## src/rtl/n2t_rom_loader_if.sv

```systemverilog
// ROM write port driven by the UART bootloader: one-cycle strobe,
// word address and 16-bit instruction word.
interface n2t_rom_loader_if #(
   parameter int ADDR_W = 15
);
   logic              wr_en;
   logic [ADDR_W-1:0] wr_addr;
   logic [15:0]       wr_data;

   modport master (output wr_en, wr_addr, wr_data);
   modport slave  (input  wr_en, wr_addr, wr_data);
endinterface

```

## src/rtl/n2t_rom_loader.sv

```systemverilog
// UART bootloader for the Hack instruction ROM: receives A5/count/words frames,
// writes the ROM and holds the CPU in reset until a full image has landed.
// Optional trailing checksum byte is compiled in with N2T_LOADER_CHECKSUM_EN.
module n2t_rom_loader #(
   parameter int CLK_HZ      = 12000000,
   parameter int BAUD        = 115200,
   parameter int ADDR_W      = 15,
   parameter int TIMEOUT_CYC = 1200000
) (
   input  logic               clk,
   input  logic               rst,
   input  logic               uart_rx,
   n2t_rom_loader_if.master   rom,
   output logic               cpu_reset,
   output logic               done,
   output logic               err
);

   localparam int CPB       = CLK_HZ / BAUD;
   localparam int BW        = $clog2(CPB + 1);
   localparam int TW        = $clog2(TIMEOUT_CYC + 1);
   localparam logic [BW-1:0] CPB_M1  = BW'(CPB - 1);
   localparam logic [BW-1:0] HALF_M1 = BW'(CPB / 2 - 1);
   localparam logic [TW-1:0] TO_M1   = TW'(TIMEOUT_CYC - 1);
   localparam int unsigned   MAX_WORDS = 32'd1 << ADDR_W;
   localparam logic [7:0]    MAGIC   = 8'hA5;

   // ---------------------------------------------------------------- RX
   typedef enum logic [1:0] {RX_IDLE, RX_START, RX_DATA, RX_STOP} rx_state_t;

   rx_state_t       rx_state;
   logic [1:0]      rx_sync;
   logic            rx_prev;
   logic [BW-1:0]   baud_cnt;
   logic [2:0]      bit_idx;
   logic [7:0]      rx_byte;
   logic            rx_valid;
   logic            rx_ferr;

   wire rx_s = rx_sync[1];

   always_ff @(posedge clk or posedge rst) begin
      if (rst) begin
         // NOTE: synchronizer resets to the idle-high line level so no false start edge appears
         rx_sync  <= 2'b11;
         rx_prev  <= 1'b1;
         rx_state <= RX_IDLE;
         baud_cnt <= '0;
         bit_idx  <= '0;
         rx_byte  <= '0;
         rx_valid <= 1'b0;
         rx_ferr  <= 1'b0;
      end else begin
         // NOTE: non-blocking everywhere here so every flop samples pre-edge values
         rx_sync  <= {rx_sync[0], uart_rx};
         rx_prev  <= rx_s;
         rx_valid <= 1'b0;
         rx_ferr  <= 1'b0;
         case (rx_state)
            RX_IDLE: begin
               baud_cnt <= '0;
               if (rx_prev && !rx_s) rx_state <= RX_START;
            end
            RX_START: begin
               if (baud_cnt == HALF_M1) begin
                  baud_cnt <= '0;
                  bit_idx  <= '0;
                  rx_state <= rx_s ? RX_IDLE : RX_DATA;
               end else begin
                  baud_cnt <= baud_cnt + 1'b1;
               end
            end
            RX_DATA: begin
               if (baud_cnt == CPB_M1) begin
                  baud_cnt <= '0;
                  rx_byte  <= {rx_s, rx_byte[7:1]};
                  if (bit_idx == 3'd7) rx_state <= RX_STOP;
                  else                 bit_idx  <= bit_idx + 1'b1;
               end else begin
                  baud_cnt <= baud_cnt + 1'b1;
               end
            end
            RX_STOP: begin
               if (baud_cnt == CPB_M1) begin
                  baud_cnt <= '0;
                  rx_state <= RX_IDLE;
                  if (rx_s) rx_valid <= 1'b1;
                  else      rx_ferr  <= 1'b1;
               end else begin
                  baud_cnt <= baud_cnt + 1'b1;
               end
            end
            default: rx_state <= RX_IDLE;
         endcase
      end
   end

   // ---------------------------------------------------------------- loader
`ifdef N2T_LOADER_CHECKSUM_EN
   typedef enum logic [2:0] {SYNC, CNT_HI, CNT_LO, DAT_HI, DAT_LO, CHK, DONE} state_t;
   localparam state_t END_STATE = CHK;
`else
   typedef enum logic [2:0] {SYNC, CNT_HI, CNT_LO, DAT_HI, DAT_LO, DONE} state_t;
   localparam state_t END_STATE = DONE;
`endif

   state_t        state;
   logic [7:0]    count_hi;
   logic [7:0]    hi_byte;
   logic [15:0]   words_left;
   logic [TW-1:0] to_cnt;
   logic [15:0]   count_next;
   logic          in_frame;

   assign count_next = {count_hi, rx_byte};
   assign in_frame   = (state != SYNC) && (state != DONE);

`ifdef N2T_LOADER_CHECKSUM_EN
   logic [7:0] csum;

   always_ff @(posedge clk or posedge rst) begin
      if (rst)           csum <= '0;
      else if (rx_valid) csum <= (state == CNT_HI) ? rx_byte : csum + rx_byte;
   end
`endif

   always_ff @(posedge clk or posedge rst) begin
      if (rst) begin
         state       <= SYNC;
         rom.wr_en   <= 1'b0;
         rom.wr_addr <= '0;
         rom.wr_data <= '0;
         cpu_reset   <= 1'b1;
         done        <= 1'b0;
         err         <= 1'b0;
         count_hi    <= '0;
         hi_byte     <= '0;
         words_left  <= '0;
         to_cnt      <= '0;
      end else begin
         rom.wr_en <= 1'b0;
         // Address advances the cycle after each write strobe.
         if (rom.wr_en) rom.wr_addr <= rom.wr_addr + 1'b1;

         if (!in_frame || rx_valid) to_cnt <= '0;
         else                       to_cnt <= to_cnt + 1'b1;

         // DONE drives the release; a later magic byte in this cycle overrides it.
         if (state == DONE) begin
            cpu_reset <= 1'b0;
            done      <= 1'b1;
         end

         if (rx_ferr && state != DONE) begin
            err   <= 1'b1;
            state <= SYNC;
         end else if (in_frame && !rx_valid && to_cnt == TO_M1) begin
            err   <= 1'b1;
            state <= SYNC;
         end else if (rx_valid) begin
            case (state)
               SYNC, DONE: begin
                  if (rx_byte == MAGIC) begin
                     state       <= CNT_HI;
                     cpu_reset   <= 1'b1;
                     done        <= 1'b0;
                     err         <= 1'b0;
                     rom.wr_addr <= '0;
                  end
               end
               CNT_HI: begin
                  count_hi <= rx_byte;
                  state    <= CNT_LO;
               end
               CNT_LO: begin
                  words_left <= count_next;
                  if (count_next == 16'd0) begin
                     state <= END_STATE;
                  end else if (32'(count_next) > MAX_WORDS) begin
                     err   <= 1'b1;
                     state <= SYNC;
                  end else begin
                     state <= DAT_HI;
                  end
               end
               DAT_HI: begin
                  hi_byte <= rx_byte;
                  state   <= DAT_LO;
               end
               DAT_LO: begin
                  rom.wr_data <= {hi_byte, rx_byte};
                  rom.wr_en   <= 1'b1;
                  words_left  <= words_left - 1'b1;
                  state       <= (words_left == 16'd1) ? END_STATE : DAT_HI;
               end
`ifdef N2T_LOADER_CHECKSUM_EN
               CHK: begin
                  if (rx_byte == csum) begin
                     state <= DONE;
                  end else begin
                     err   <= 1'b1;
                     state <= SYNC;
                  end
               end
`endif
               default: state <= SYNC;
            endcase
         end
      end
   end

endmodule
```

## src/flat_wrapper.sv

```systemverilog
// flat-port wrapper written by rule: the top's interface ports become plain ports
module n2t_rom_loader_flat 
#(
   parameter int CLK_HZ      = 12000000,
   parameter int BAUD        = 115200,
   parameter int ADDR_W      = 15,
   parameter int TIMEOUT_CYC = 1200000
)
  (clk, rst, uart_rx, cpu_reset, done, err, rom_wr_en, rom_wr_addr, rom_wr_data);
  n2t_rom_loader_if #(.ADDR_W(ADDR_W)) rom_i ();
  input  logic clk;
  input  logic rst;
  input  logic uart_rx;
  output logic cpu_reset;
  output logic done;
  output logic err;
  output wire logic [$bits(rom_i.wr_en)-1:0] rom_wr_en;
  output wire logic [$bits(rom_i.wr_addr)-1:0] rom_wr_addr;
  output wire logic [$bits(rom_i.wr_data)-1:0] rom_wr_data;
  assign rom_wr_en = rom_i.wr_en;
  assign rom_wr_addr = rom_i.wr_addr;
  assign rom_wr_data = rom_i.wr_data;
  n2t_rom_loader #(.CLK_HZ(CLK_HZ), .BAUD(BAUD), .ADDR_W(ADDR_W), .TIMEOUT_CYC(TIMEOUT_CYC)) u_core (.clk(clk), .rst(rst), .uart_rx(uart_rx), .rom(rom_i), .cpu_reset(cpu_reset), .done(done), .err(err));
endmodule
```

## config.mk

```make
export PLATFORM = sky130hd
export DESIGN_NAME = n2t_rom_loader_flat
export DESIGN_NICKNAME = d
export VERILOG_FILES = /design/src/rtl/n2t_rom_loader_if.sv /design/src/rtl/n2t_rom_loader.sv /design/src/flat_wrapper.sv
export SDC_FILE = /design/constraint.sdc
export NUM_CORES = 1
export LEC_CHECK = 0
export CORE_MARGIN = 1.5
export CORE_UTILIZATION = 53
export DETAILED_ROUTE_END_ITERATION = 8
export GPL_TIMING_DRIVEN = 0
export HOLD_SLACK_MARGIN = 0.03
export PLACE_DENSITY = 0.77
export SLEW_MARGIN = 0
export SYNTH_ARGS = -nofsm -noshare
export SYNTH_HDL_FRONTEND = slang
export SYNTH_SLANG_ARGS = --single-unit
export TNS_END_PERCENT = 10
```

## constraint.sdc

```tcl
create_clock -name clk -period 4.03 [get_ports clk]
set_input_delay 0.806 -clock clk [delete_from_list [all_inputs] [get_ports clk]]
set_output_delay 0.806 -clock clk [all_outputs]
set_load 0.02 [all_outputs]
```

==> results of run 1 <==
cells in the mapped netlist, drive strengths merged (10+ instances only):
cell / instances
nand2: 34
dfrtp: 112
xor2: 25
o21ai: 24
nor2: 70
clkbuf: 14
a21oi: 18
nand4: 17
inv: 10
nor3: 14
mux2: 39
nand3: 19
xnor2: 13
metal layers:
| layer | vias to the layer above | wire length (µm) |
|---|---|---|
| met2 | 114 | 5925 |
| li1 | 1966 | - |
| met5 | - | 0 |
| met1 | 2059 | 5470 |
| met3 | 22 | 458 |
| met4 | 0 | 195 |
flip-flops by register name, indices dropped and copies added (netlist names), 2 cells and up, named ones only:
register / count
u_core.rx_byte: 8
u_core.baud_cnt: 7
u_core.hi_byte: 8
u_core.bit_idx: 3
u_core.rx_sync: 2
u_core.count_hi: 8
u_core.to_cnt: 21
u_core.state: 3
u_core.words_left: 16
u_core.rom.wr_addr: 15
u_core.rom.wr_data: 16
logic make-up (layout without fill, tap and decap cells):
family | after synthesis | in the layout | synth area share, %
AO/OA/AOI/OAI | 79 | 79 | 9.348
XOR/XNOR | 38 | 38 | 6.065
adder cells (fa/ha/maj) | 7 | 7 | 1.596
buffers and inverters | 30 | 100 | 2.280
flip-flops | 116 | 116 | 52.99
multiplexers | 42 | 42 | 8.550
AND/OR/NAND/NOR | 206 | 206 | 19.17
worst paths after layout:
kind	end	slack [ns]	cells past startpoint
setup / recovery	cpu_reset	1.58	1
hold / removal	u_core.rx_sync[1]$_DFF_PP1_	0.36	0
setup reg to reg	u_core.rom.wr_data[2]$_DFFE_PP0P_	1.71	7
hold reg to reg	u_core.rx_sync[1]$_DFF_PP1_	0.36	0
max in group asynchronous	u_core.rx_sync[1]$_DFF_PP1_	2.50	3
min in group asynchronous	u_core.rom.wr_addr[14]$_DFF_PP0_	0.76	2
layout make-up:
cell class	instances	area (µm²)
fillers	700	3197
flip-flops and latches	116	2908
multi-input cells	372	2455
clock buffers	21	459.2
repair buffers	38	397.9
clock inverters	11	198.9
well taps	133	166.4
plain buffers	20	87.58
inverters	10	40.04
metrics by stage:
stage	utilization [%]	power (W)	cells	area (µm²)	hold slack, ns
final	67.74	0.003089	721	6713	0.3572
after global routing	67.74	0.003179	721	6713	0.3579
after CTS	67.74	0.003103	721	6713	0.3561
after detailed placement	61.10	0.001449	689	6055	0.3476
after global placement	60.80	0.001436	688	6025	0.3463
after floorplan	-	0.001404	518	5488	0.3452
power breakdown:
part           switching, W  total [W]  internal (W)  leakage, nW
Clock              0.000543    0.00166       0.00112        0.311
Sequential        0.0000469    0.00126       0.00121         1.59
Combinational     0.0000957   0.000167     0.0000713         1.08
==> results.sh, run 1 <==
export IMPL_syn_area_per_cell_um2=10.59
export IMPL_max_freq_mhz=408.8
export IMPL_cp_buffers_inverters=1
export IMPL_hold_buffers=0
export IMPL_ys_warn_count=0
export IMPL_post_cts_buffers=0
export IMPL_final_setup_viol_count=0
export IMPL_power_per_cell_area_mw_per_mm2=460.1
export IMPL_grt_ovfl_total=0
export IMPL_slowest_delay_ns=0.60
export IMPL_die_area_mm2=0.01097
export IMPL_clockBufferDepth=2
export IMPL_diodes=0
export IMPL_final_common_cell="dfrtp_1"
export IMPL_dp_slack_ns=1.679
export IMPL_layout_common_cells="112 x dfrtp_1, 69 x nor2_1, 39 x mux2_2"
export IMPL_cts_tree="built"
export IMPL_syn_area_mm2=0.005488
export IMPL_wl_per_cell_um=16.71
export IMPL_grt_use_total_pct=23.68
export IMPL_final_setup_tns_ns=0
export IMPL_busiest_layer="met2"
export IMPL_crit_path_end_kind="output pin"
export IMPL_met3_usage_pct=5.178
export IMPL_htreeDepth=4
export IMPL_drt_wl_total_um=12050
export IMPL_synth_cell_type_count=57
export IMPL_crit_family="buffers and inverters"
export IMPL_critical_path_class="reg2out"
export IMPL_relSlewSlack_pct=48.41
export IMPL_drt_iter0_drc=291
export IMPL_slew_viol_final=0
export IMPL_worst_ep_required_time_ns=3.22
export IMPL_met2_usage_pct=39.12
export IMPL_tightest_slew_ns=0.7668
export IMPL_synth_area_leader_cell="dfrtp_1"
export IMPL_cp_start_kind="flop"
export IMPL_vdd_drop_max_uv=392.3
export IMPL_drc=0
export IMPL_status="completed"
export IMPL_clock_sinks=116
export IMPL_grt_max_degree=62
export IMPL_grt_pass1_vias=4209
export IMPL_netlist_instances=518
export IMPL_vias=4161
export IMPL_gp_congestion=0.9176
export IMPL_io_buffers=37
export IMPL_max_cap_viol_count=0
export IMPL_synthArstFlopShare_pct=100.0
export IMPL_crit_path_top_delay_cell="clkdlybuf4s50_1"
export IMPL_hold_viol_final=0
export IMPL_rsz0062_at_grt="false"
export IMPL_ys_seq_area_share_pct=52.99
export IMPL_fin_skew_ns=0.01259
export IMPL_hp_start="u_core.rx_sync[0]$_DFF_PP1_"
export IMPL_cts_root_buf="clkbuf_8"
export IMPL_hp_class="reg2reg"
export IMPL_die_w_um=104.8
export IMPL_ys_flop_type="dfrtp_1"
export IMPL_syn_nets=528
export IMPL_timing_rr_start="u_core.state[1]$_DFFE_PP0P_"
export IMPL_io_pins=38
export IMPL_setup_ws_ns=1.584
export IMPL_clkTransAtPathRegs_ns=0.06
export IMPL_drive_above_1_share_pct=15.14
export IMPL_ys_seq_elements=116
export IMPL_crit_chain="clkdlybuf4s50_1"
export IMPL_cts_resized=0
export IMPL_yosysTopAreaCellShare_pct=51.07
export IMPL_ys_top_cells_by_area="dfrtp_1 51%, mux2_2 8.0%, nor2_1 4.7%, xor2_1 4.0%, nand2_1 2.3%"
export IMPL_cts_buffers=17
export IMPL_fin_nets=585
export IMPL_arrival_ns=1.64
export IMPL_firstDrtPassIters=5
export IMPL_crit_fanout=2
export IMPL_start_util_pct=55.38
export IMPL_leakagePower_nw=2.988
export IMPL_vias_per_cell=5.771
export IMPL_antenna_left=0
export IMPL_clk_latency_ns=0.52
export IMPL_fp_row_count=36
export IMPL_finalCritPeriodShare_pct=60.71
export IMPL_antenna_found_initial=0
export IMPL_synth_edff_count=0
export IMPL_hpwl_um=7691
export IMPL_dieHeight_um=104.8
export IMPL_use_met1_pct=31.11
export IMPL_cp_startpoint="u_core.cpu_reset$_DFF_PP1_"
export IMPL_fin_crit_ns=2.446
export IMPL_core_area_mm2=0.009910
export IMPL_grt_pass1_wl_um=20820
export IMPL_area_growth_synth_to_final_pct=22.32
Power figures use the tool's default switching activity.
==> inputs of run 2 (changes only) <==
==> constraint.sdc (replaced) <==
create_clock -name clk -period 2 [get_ports clk]
set_input_delay 0.4 -clock clk [delete_from_list [all_inputs] [get_ports clk]]
set_output_delay 0.4 -clock clk [all_outputs]
set_load 0.02 [all_outputs]
==> results.sh, run 2 (synthesis gave the netlist of run 1 again) <==
export IMPL_core_area_mm2=0.009910
export IMPL_timing_rr_start="u_core.rx_byte[2]$_DFFE_PP0P_"
export IMPL_diodes=0
export IMPL_area_growth_synth_to_final_pct=24.92
export IMPL_clkTransAtPathRegs_ns=0.06
export IMPL_cp_start_kind="flop"
export IMPL_fin_skew_ns=0.007943
export IMPL_final_common_cell="dfrtp_1"
export IMPL_fp_row_count=36
export IMPL_regArea_mm2=0.002915
export IMPL_max_freq_mhz=487.6
export IMPL_cp_startpoint="u_core.rx_byte[2]$_DFFE_PP0P_"
export IMPL_grt_ovfl_total=0
export IMPL_arrival_ns=2.51
export IMPL_clock_sinks=116
export IMPL_drc=0
export IMPL_cts_buffers=17
export IMPL_ff2ff_path_depth=4
export IMPL_final_setup_viol_count=9
export IMPL_grt_pass1_wl_um=20450
export IMPL_rrSetupSlack_ns=-0.05
export IMPL_cts_root_buf="clkbuf_8"
export IMPL_tightest_slew_ns=0.6868
export IMPL_die_area_mm2=0.01097
export IMPL_worst_ep_required_time_ns=2.46
export IMPL_htreeDepth=4
export IMPL_grt_max_degree=45
export IMPL_regMostFlops="u_core.to_cnt"
export IMPL_final_setup_tns_ns=-0.2081
export IMPL_crit_path_top_delay_cell="or4_4"
export IMPL_worstSetupEndpoint="u_core.state[0]$_DFFE_PP0P_"
export IMPL_critical_path_class="reg2reg"
export IMPL_vdd_drop_max_uv=913.0
export IMPL_antenna_left=0
export IMPL_power_per_cell_area_mw_per_mm2=883.3
export IMPL_antenna_found_initial=0
export IMPL_start_util_pct=55.38
export IMPL_wl_per_cell_um=16.74
export IMPL_reg2reg_to="u_core.state[0]$_DFFE_PP0P_"
export IMPL_clockBufferDepth=2
export IMPL_die_w_um=104.8
export IMPL_finalCritPeriodShare_pct=102.5
export IMPL_hpwl_um=8021
export IMPL_finalInstanceArea_mm2=0.006855
export IMPL_hold_viol_final=0
export IMPL_vias_per_cell=5.739
export IMPL_fin_crit_ns=2.051
export IMPL_io_buffers=37
export IMPL_slowest_delay_ns=0.56
export IMPL_fin_nets=595
export IMPL_largest_register_ffs=21
export IMPL_reg_largest_list="u_core.to_cnt (21), u_core.rom.wr_data (16), u_core.words_left (16)"
export IMPL_rsz0062_at_grt="true"
export IMPL_status="finished, violations left"
export IMPL_crit_path_end_kind="flop"
export IMPL_multi_input_area_mm2=0.002522
export IMPL_grt_pass1_vias=4307
export IMPL_violations="negative setup slack"
export IMPL_crit_fanout=7
export IMPL_cts_tree="built"
export IMPL_leakagePower_nw=3.162
export IMPL_fillers=724
export IMPL_crit_chain="or4_4, o41a_1, o21ai_0, a32o_2"
export IMPL_drt_iter0_drc=325
export IMPL_setup_ws_ns=-0.05099
export IMPL_dieHeight_um=104.8
export IMPL_drive_above_1_share_pct=20.74
export IMPL_dp_slack_ns=-0.3172
export IMPL_drt_wl_total_um=12240
export IMPL_grt_use_total_pct=23.53
export IMPL_post_dp_cell_area_mm2=0.006068
export IMPL_relSlewSlack_pct=54.12
export IMPL_slew_viol_final=0
export IMPL_io_pins=38
export IMPL_max_cap_viol_count=0
export IMPL_gp_congestion=0.8647
export IMPL_vias=4195
export IMPL_layout_common_cells="106 x dfrtp_1, 69 x nor2_1, 39 x mux2_2"
export IMPL_clk_latency_ns=0.52
export IMPL_hp_class="in2reg"
export IMPL_firstDrtPassIters=5
-- run 2: cell types whose count changed in the layout (fill, tap and decap cells not counted), moves of 5 or more --
cell             previous run  this run
clkdlybuf4s50_1            37        27
buf_4                       0        11
dfrtp_1                   112       106
dlygate4sd2_1               0         5
dlymetal6s2s_1              0         5
clkbuf_1                   15         9
dfrtp_2                     0         6
-- run 2: stage by stage --
step                      power [W]  cells  util, %  hold WS (ns)
after floorplan            0.002830    518        -        0.3452
after global placement     0.002894    688    60.83        0.3463
after detailed placement   0.002923    690    61.24        0.3485
after CTS                  0.006097    726    68.04        0.2727
after global routing       0.006288    731    69.18        0.2800
final                      0.006055    731    69.18        0.2857
-- run 2: timing repair --
item                       CTS  global route
setup buffers                4             7
setup endpoints to repair   54            51
pin swaps                    9             5
hold buffers                 0             0
gates resized for setup     16            23
-- run 2: worst min path at each step --
stage	start	endpoint	slack, ns	cells after the start
3_3_place_gp	u_core.rx_sync[0]$_DFF_PP1_	u_core.rx_sync[1]$_DFF_PP1_	0.35	0
3_5_place_dp	u_core.rx_sync[0]$_DFF_PP1_	u_core.rx_sync[1]$_DFF_PP1_	0.35	0
4_1_cts	uart_rx	u_core.rx_sync[0]$_DFF_PP1_	0.27	1
5_1_grt	uart_rx	u_core.rx_sync[0]$_DFF_PP1_	0.28	1
6_report	uart_rx	u_core.rx_sync[0]$_DFF_PP1_	0.29	1
2_1_floorplan	u_core.rx_sync[0]$_DFF_PP1_	u_core.rx_sync[1]$_DFF_PP1_	0.35	0
-- run 2: metal layers --
layer	global-route usage [%]	routed length, µm	vias up
met1	29.88	5322	2065
met4	10.96	311	0
met2	37.82	6040	118
met5	0	0	-
li1	-	-	1984
met3	5.989	561	28
-- run 2: cell type report --
type,count,share of cell area (%)
inverters,10,0.6023
clock buffers,18,6.096
well taps,133,2.427
multi-input cells,372,36.80
flip-flops and latches,116,42.53
clock inverters,14,2.938
plain buffers,18,1.332
repair buffers,50,7.282
-- run 2: worst max-delay path, delay by kind of cell, from the launching register on --
family | cells | cell delay, ns
AOI/OAI and AO/OA | 3 | 0.95
DFF | 1 | 0.47
and+or+nand+nor | 1 | 0.56
-- run 2: power breakdown --
part / leakage (nW) / total (W) / internal (W) / switching [W]
clock: 0.297 / 0.00317 / 0.00204 / 0.00113
combinational: 1.28 / 0.000345 / 0.000147 / 0.000199
sequential: 1.58 / 0.00254 / 0.00244 / 0.0000996
==> inputs of run 3 (changes only) <==
--- a/config.mk
+++ b/config.mk
@@ -5,6 +5,7 @@
 export SDC_FILE = /design/constraint.sdc
 export NUM_CORES = 1
 export LEC_CHECK = 0
+export CAP_MARGIN = 10
 export CORE_MARGIN = 1.5
 export CORE_UTILIZATION = 53
 export DETAILED_ROUTE_END_ITERATION = 8
==> results.sh, run 3 (synthesis gave the netlist of run 1 again) <==
export IMPL_die_w_um=104.8
export IMPL_final_setup_tns_ns=-0.1113
export IMPL_firstDrtPassIters=7
export IMPL_grt_ovfl_total=0
export IMPL_io_pins=38
export IMPL_power_per_cell_area_mw_per_mm2=888.8
export IMPL_io_buffers=37
export IMPL_vdd_drop_max_uv=934.2
export IMPL_hpwl_um=8055
export IMPL_fin_crit_ns=2.054
export IMPL_drc=0
export IMPL_vias=4268
export IMPL_clock_sinks=116
export IMPL_final_setup_viol_count=6
export IMPL_tightest_slew_ns=0.6836
export IMPL_die_area_mm2=0.01097
export IMPL_gp_congestion=0.8647
export IMPL_clkTransAtPathRegs_ns=0.06
export IMPL_crit_family="simple AND/OR/NAND/NOR gates"
export IMPL_max_freq_mhz=486.8
export IMPL_setup_ws_ns=-0.05415
export IMPL_vias_per_cell=5.863
export IMPL_regMostFlops="u_core.to_cnt"
export IMPL_post_dp_cell_area_mm2=0.006068
export IMPL_cts_buffers=17
export IMPL_fin_skew_ns=0.007671
export IMPL_grt_pass1_vias=4364
export IMPL_crit_path_top_delay_cell="or4_4"
export IMPL_layout_common_cells="106 x dfrtp_1, 68 x nor2_1, 39 x mux2_2"
export IMPL_status="finished, violations left"
export IMPL_cp_start_kind="flop"
export IMPL_critical_path_class="reg2reg"
export IMPL_cts_tree="built"
export IMPL_wl_per_cell_um=16.70
export IMPL_fp_row_count=36
export IMPL_area_growth_synth_to_final_pct=24.26
export IMPL_drt_iter0_drc=395
export IMPL_drive_above_1_share_pct=19.66
export IMPL_clockBufferDepth=2
export IMPL_reg_largest_list="u_core.to_cnt (21), u_core.rom.wr_data (16), u_core.words_left (16)"
export IMPL_largest_register_ffs=21
export IMPL_grt_pass1_wl_um=20690
export IMPL_dieHeight_um=104.8
export IMPL_slowest_delay_ns=0.59
export IMPL_crit_fanout=5
export IMPL_core_area_mm2=0.009910
export IMPL_crit_path_end_kind="flop"
export IMPL_relSlewSlack_pct=54.33
export IMPL_rsz0062_at_grt="true"
export IMPL_leakagePower_nw=3.130
export IMPL_finalCritPeriodShare_pct=102.7
export IMPL_final_common_cell="dfrtp_1"
export IMPL_max_cap_viol_count=0
export IMPL_final_cells=728
export IMPL_crit_chain="or4_4, or2_4, a211o_1, a21oi_2, a32o_2"
export IMPL_start_util_pct=55.38
export IMPL_antenna_found_initial=0
export IMPL_finalInstanceArea_mm2=0.006819
export IMPL_hold_buffers=0
export IMPL_drt_wl_total_um=12160
export IMPL_cp_buffers_inverters=0
export IMPL_slew_viol_final=0
export IMPL_hp_class="in2reg"
export IMPL_diodes=0
export IMPL_htreeDepth=4
export IMPL_grt_max_degree=45
export IMPL_fin_util_pct=68.81
export IMPL_grt_use_total_pct=23.82
export IMPL_arrival_ns=2.51
export IMPL_worst_ep_required_time_ns=2.46
export IMPL_holdWs_ns=0.2820
export IMPL_hold_viol_final=0
export IMPL_dpl_cell_count=690
export IMPL_antenna_left=0
export IMPL_clk_latency_ns=0.53
export IMPL_cts_root_buf="clkbuf_8"
export IMPL_violations="negative setup slack"
export IMPL_fin_nets=592
[run 3: path summary, 6_finish.rpt]
kind                                                    start                            end  slack (ns)  cells after the start
worst min-delay path                                  uart_rx    u_core.rx_sync[0]$_DFF_PP1_        0.28                      1
max in group asynchronous                                 rst     u_core.cpu_reset$_DFF_PP1_        0.99                      3
worst min register to register    u_core.rx_sync[0]$_DFF_PP1_    u_core.rx_sync[1]$_DFF_PP1_        0.36                      0
worst max-delay path            u_core.rx_byte[3]$_DFFE_PP0P_    u_core.state[0]$_DFFE_PP0P_       -0.05                      5
min in group asynchronous                                 rst  u_core.bit_idx[2]$_DFFE_PP0P_        0.32                      2
worst max register to register  u_core.rx_byte[3]$_DFFE_PP0P_    u_core.state[0]$_DFFE_PP0P_       -0.05                      5
[run 3: metal layers]
layer,track usage [%],up-vias,wire [µm]
met5,0,-,0
met2,38.33,152,5976
met3,6.301,26,640
met4,10.86,0,248
li1,-,1988,-
met1,30.13,2102,5289
[run 3: where the power goes]
group          internal (W)  leakage (nW)  switching [W]
combinational      0.000147          1.25       0.000204
sequential          0.00244          1.58      0.0000981
clock               0.00204         0.297        0.00113
total               0.00463          3.13        0.00143
[run 3: worst register-to-register path, stage by stage (launching register included)]
cell,delay (ns)
dfrtp_2,0.42
or4_4,0.59
or2_4,0.28
a211o_1,0.31
a21oi_2,0.20
a32o_2,0.20
[run 3: cell type report]
cell class	count	area [µm²]
multi-input cells	372	2520
flip-flops and latches	116	2915
fillers	732	3090
clock buffers	18	417.9
clock inverters	14	201.4
repair buffers	45	457.9
well taps	133	166.4
inverters	10	41.29
plain buffers	20	98.84
[run 3: per-stage QoR]
| stage | worst slack, ns | power (W) |
|---|---|---|
| floorplan | 0.05214 | 0.002830 |
| global placement | -0.8350 | 0.002894 |
| detailed placement | -0.3348 | 0.002925 |
| CTS | -0.07863 | 0.006100 |
| global route | -0.1304 | 0.006274 |
| finish | -0.05415 | 0.006061 |
[run 3: timing repair]
action,in CTS,in global routing
endpoints found under the setup margin,53,52
resized for setup,16,20
setup buffers,4,2
pin swaps,7,8
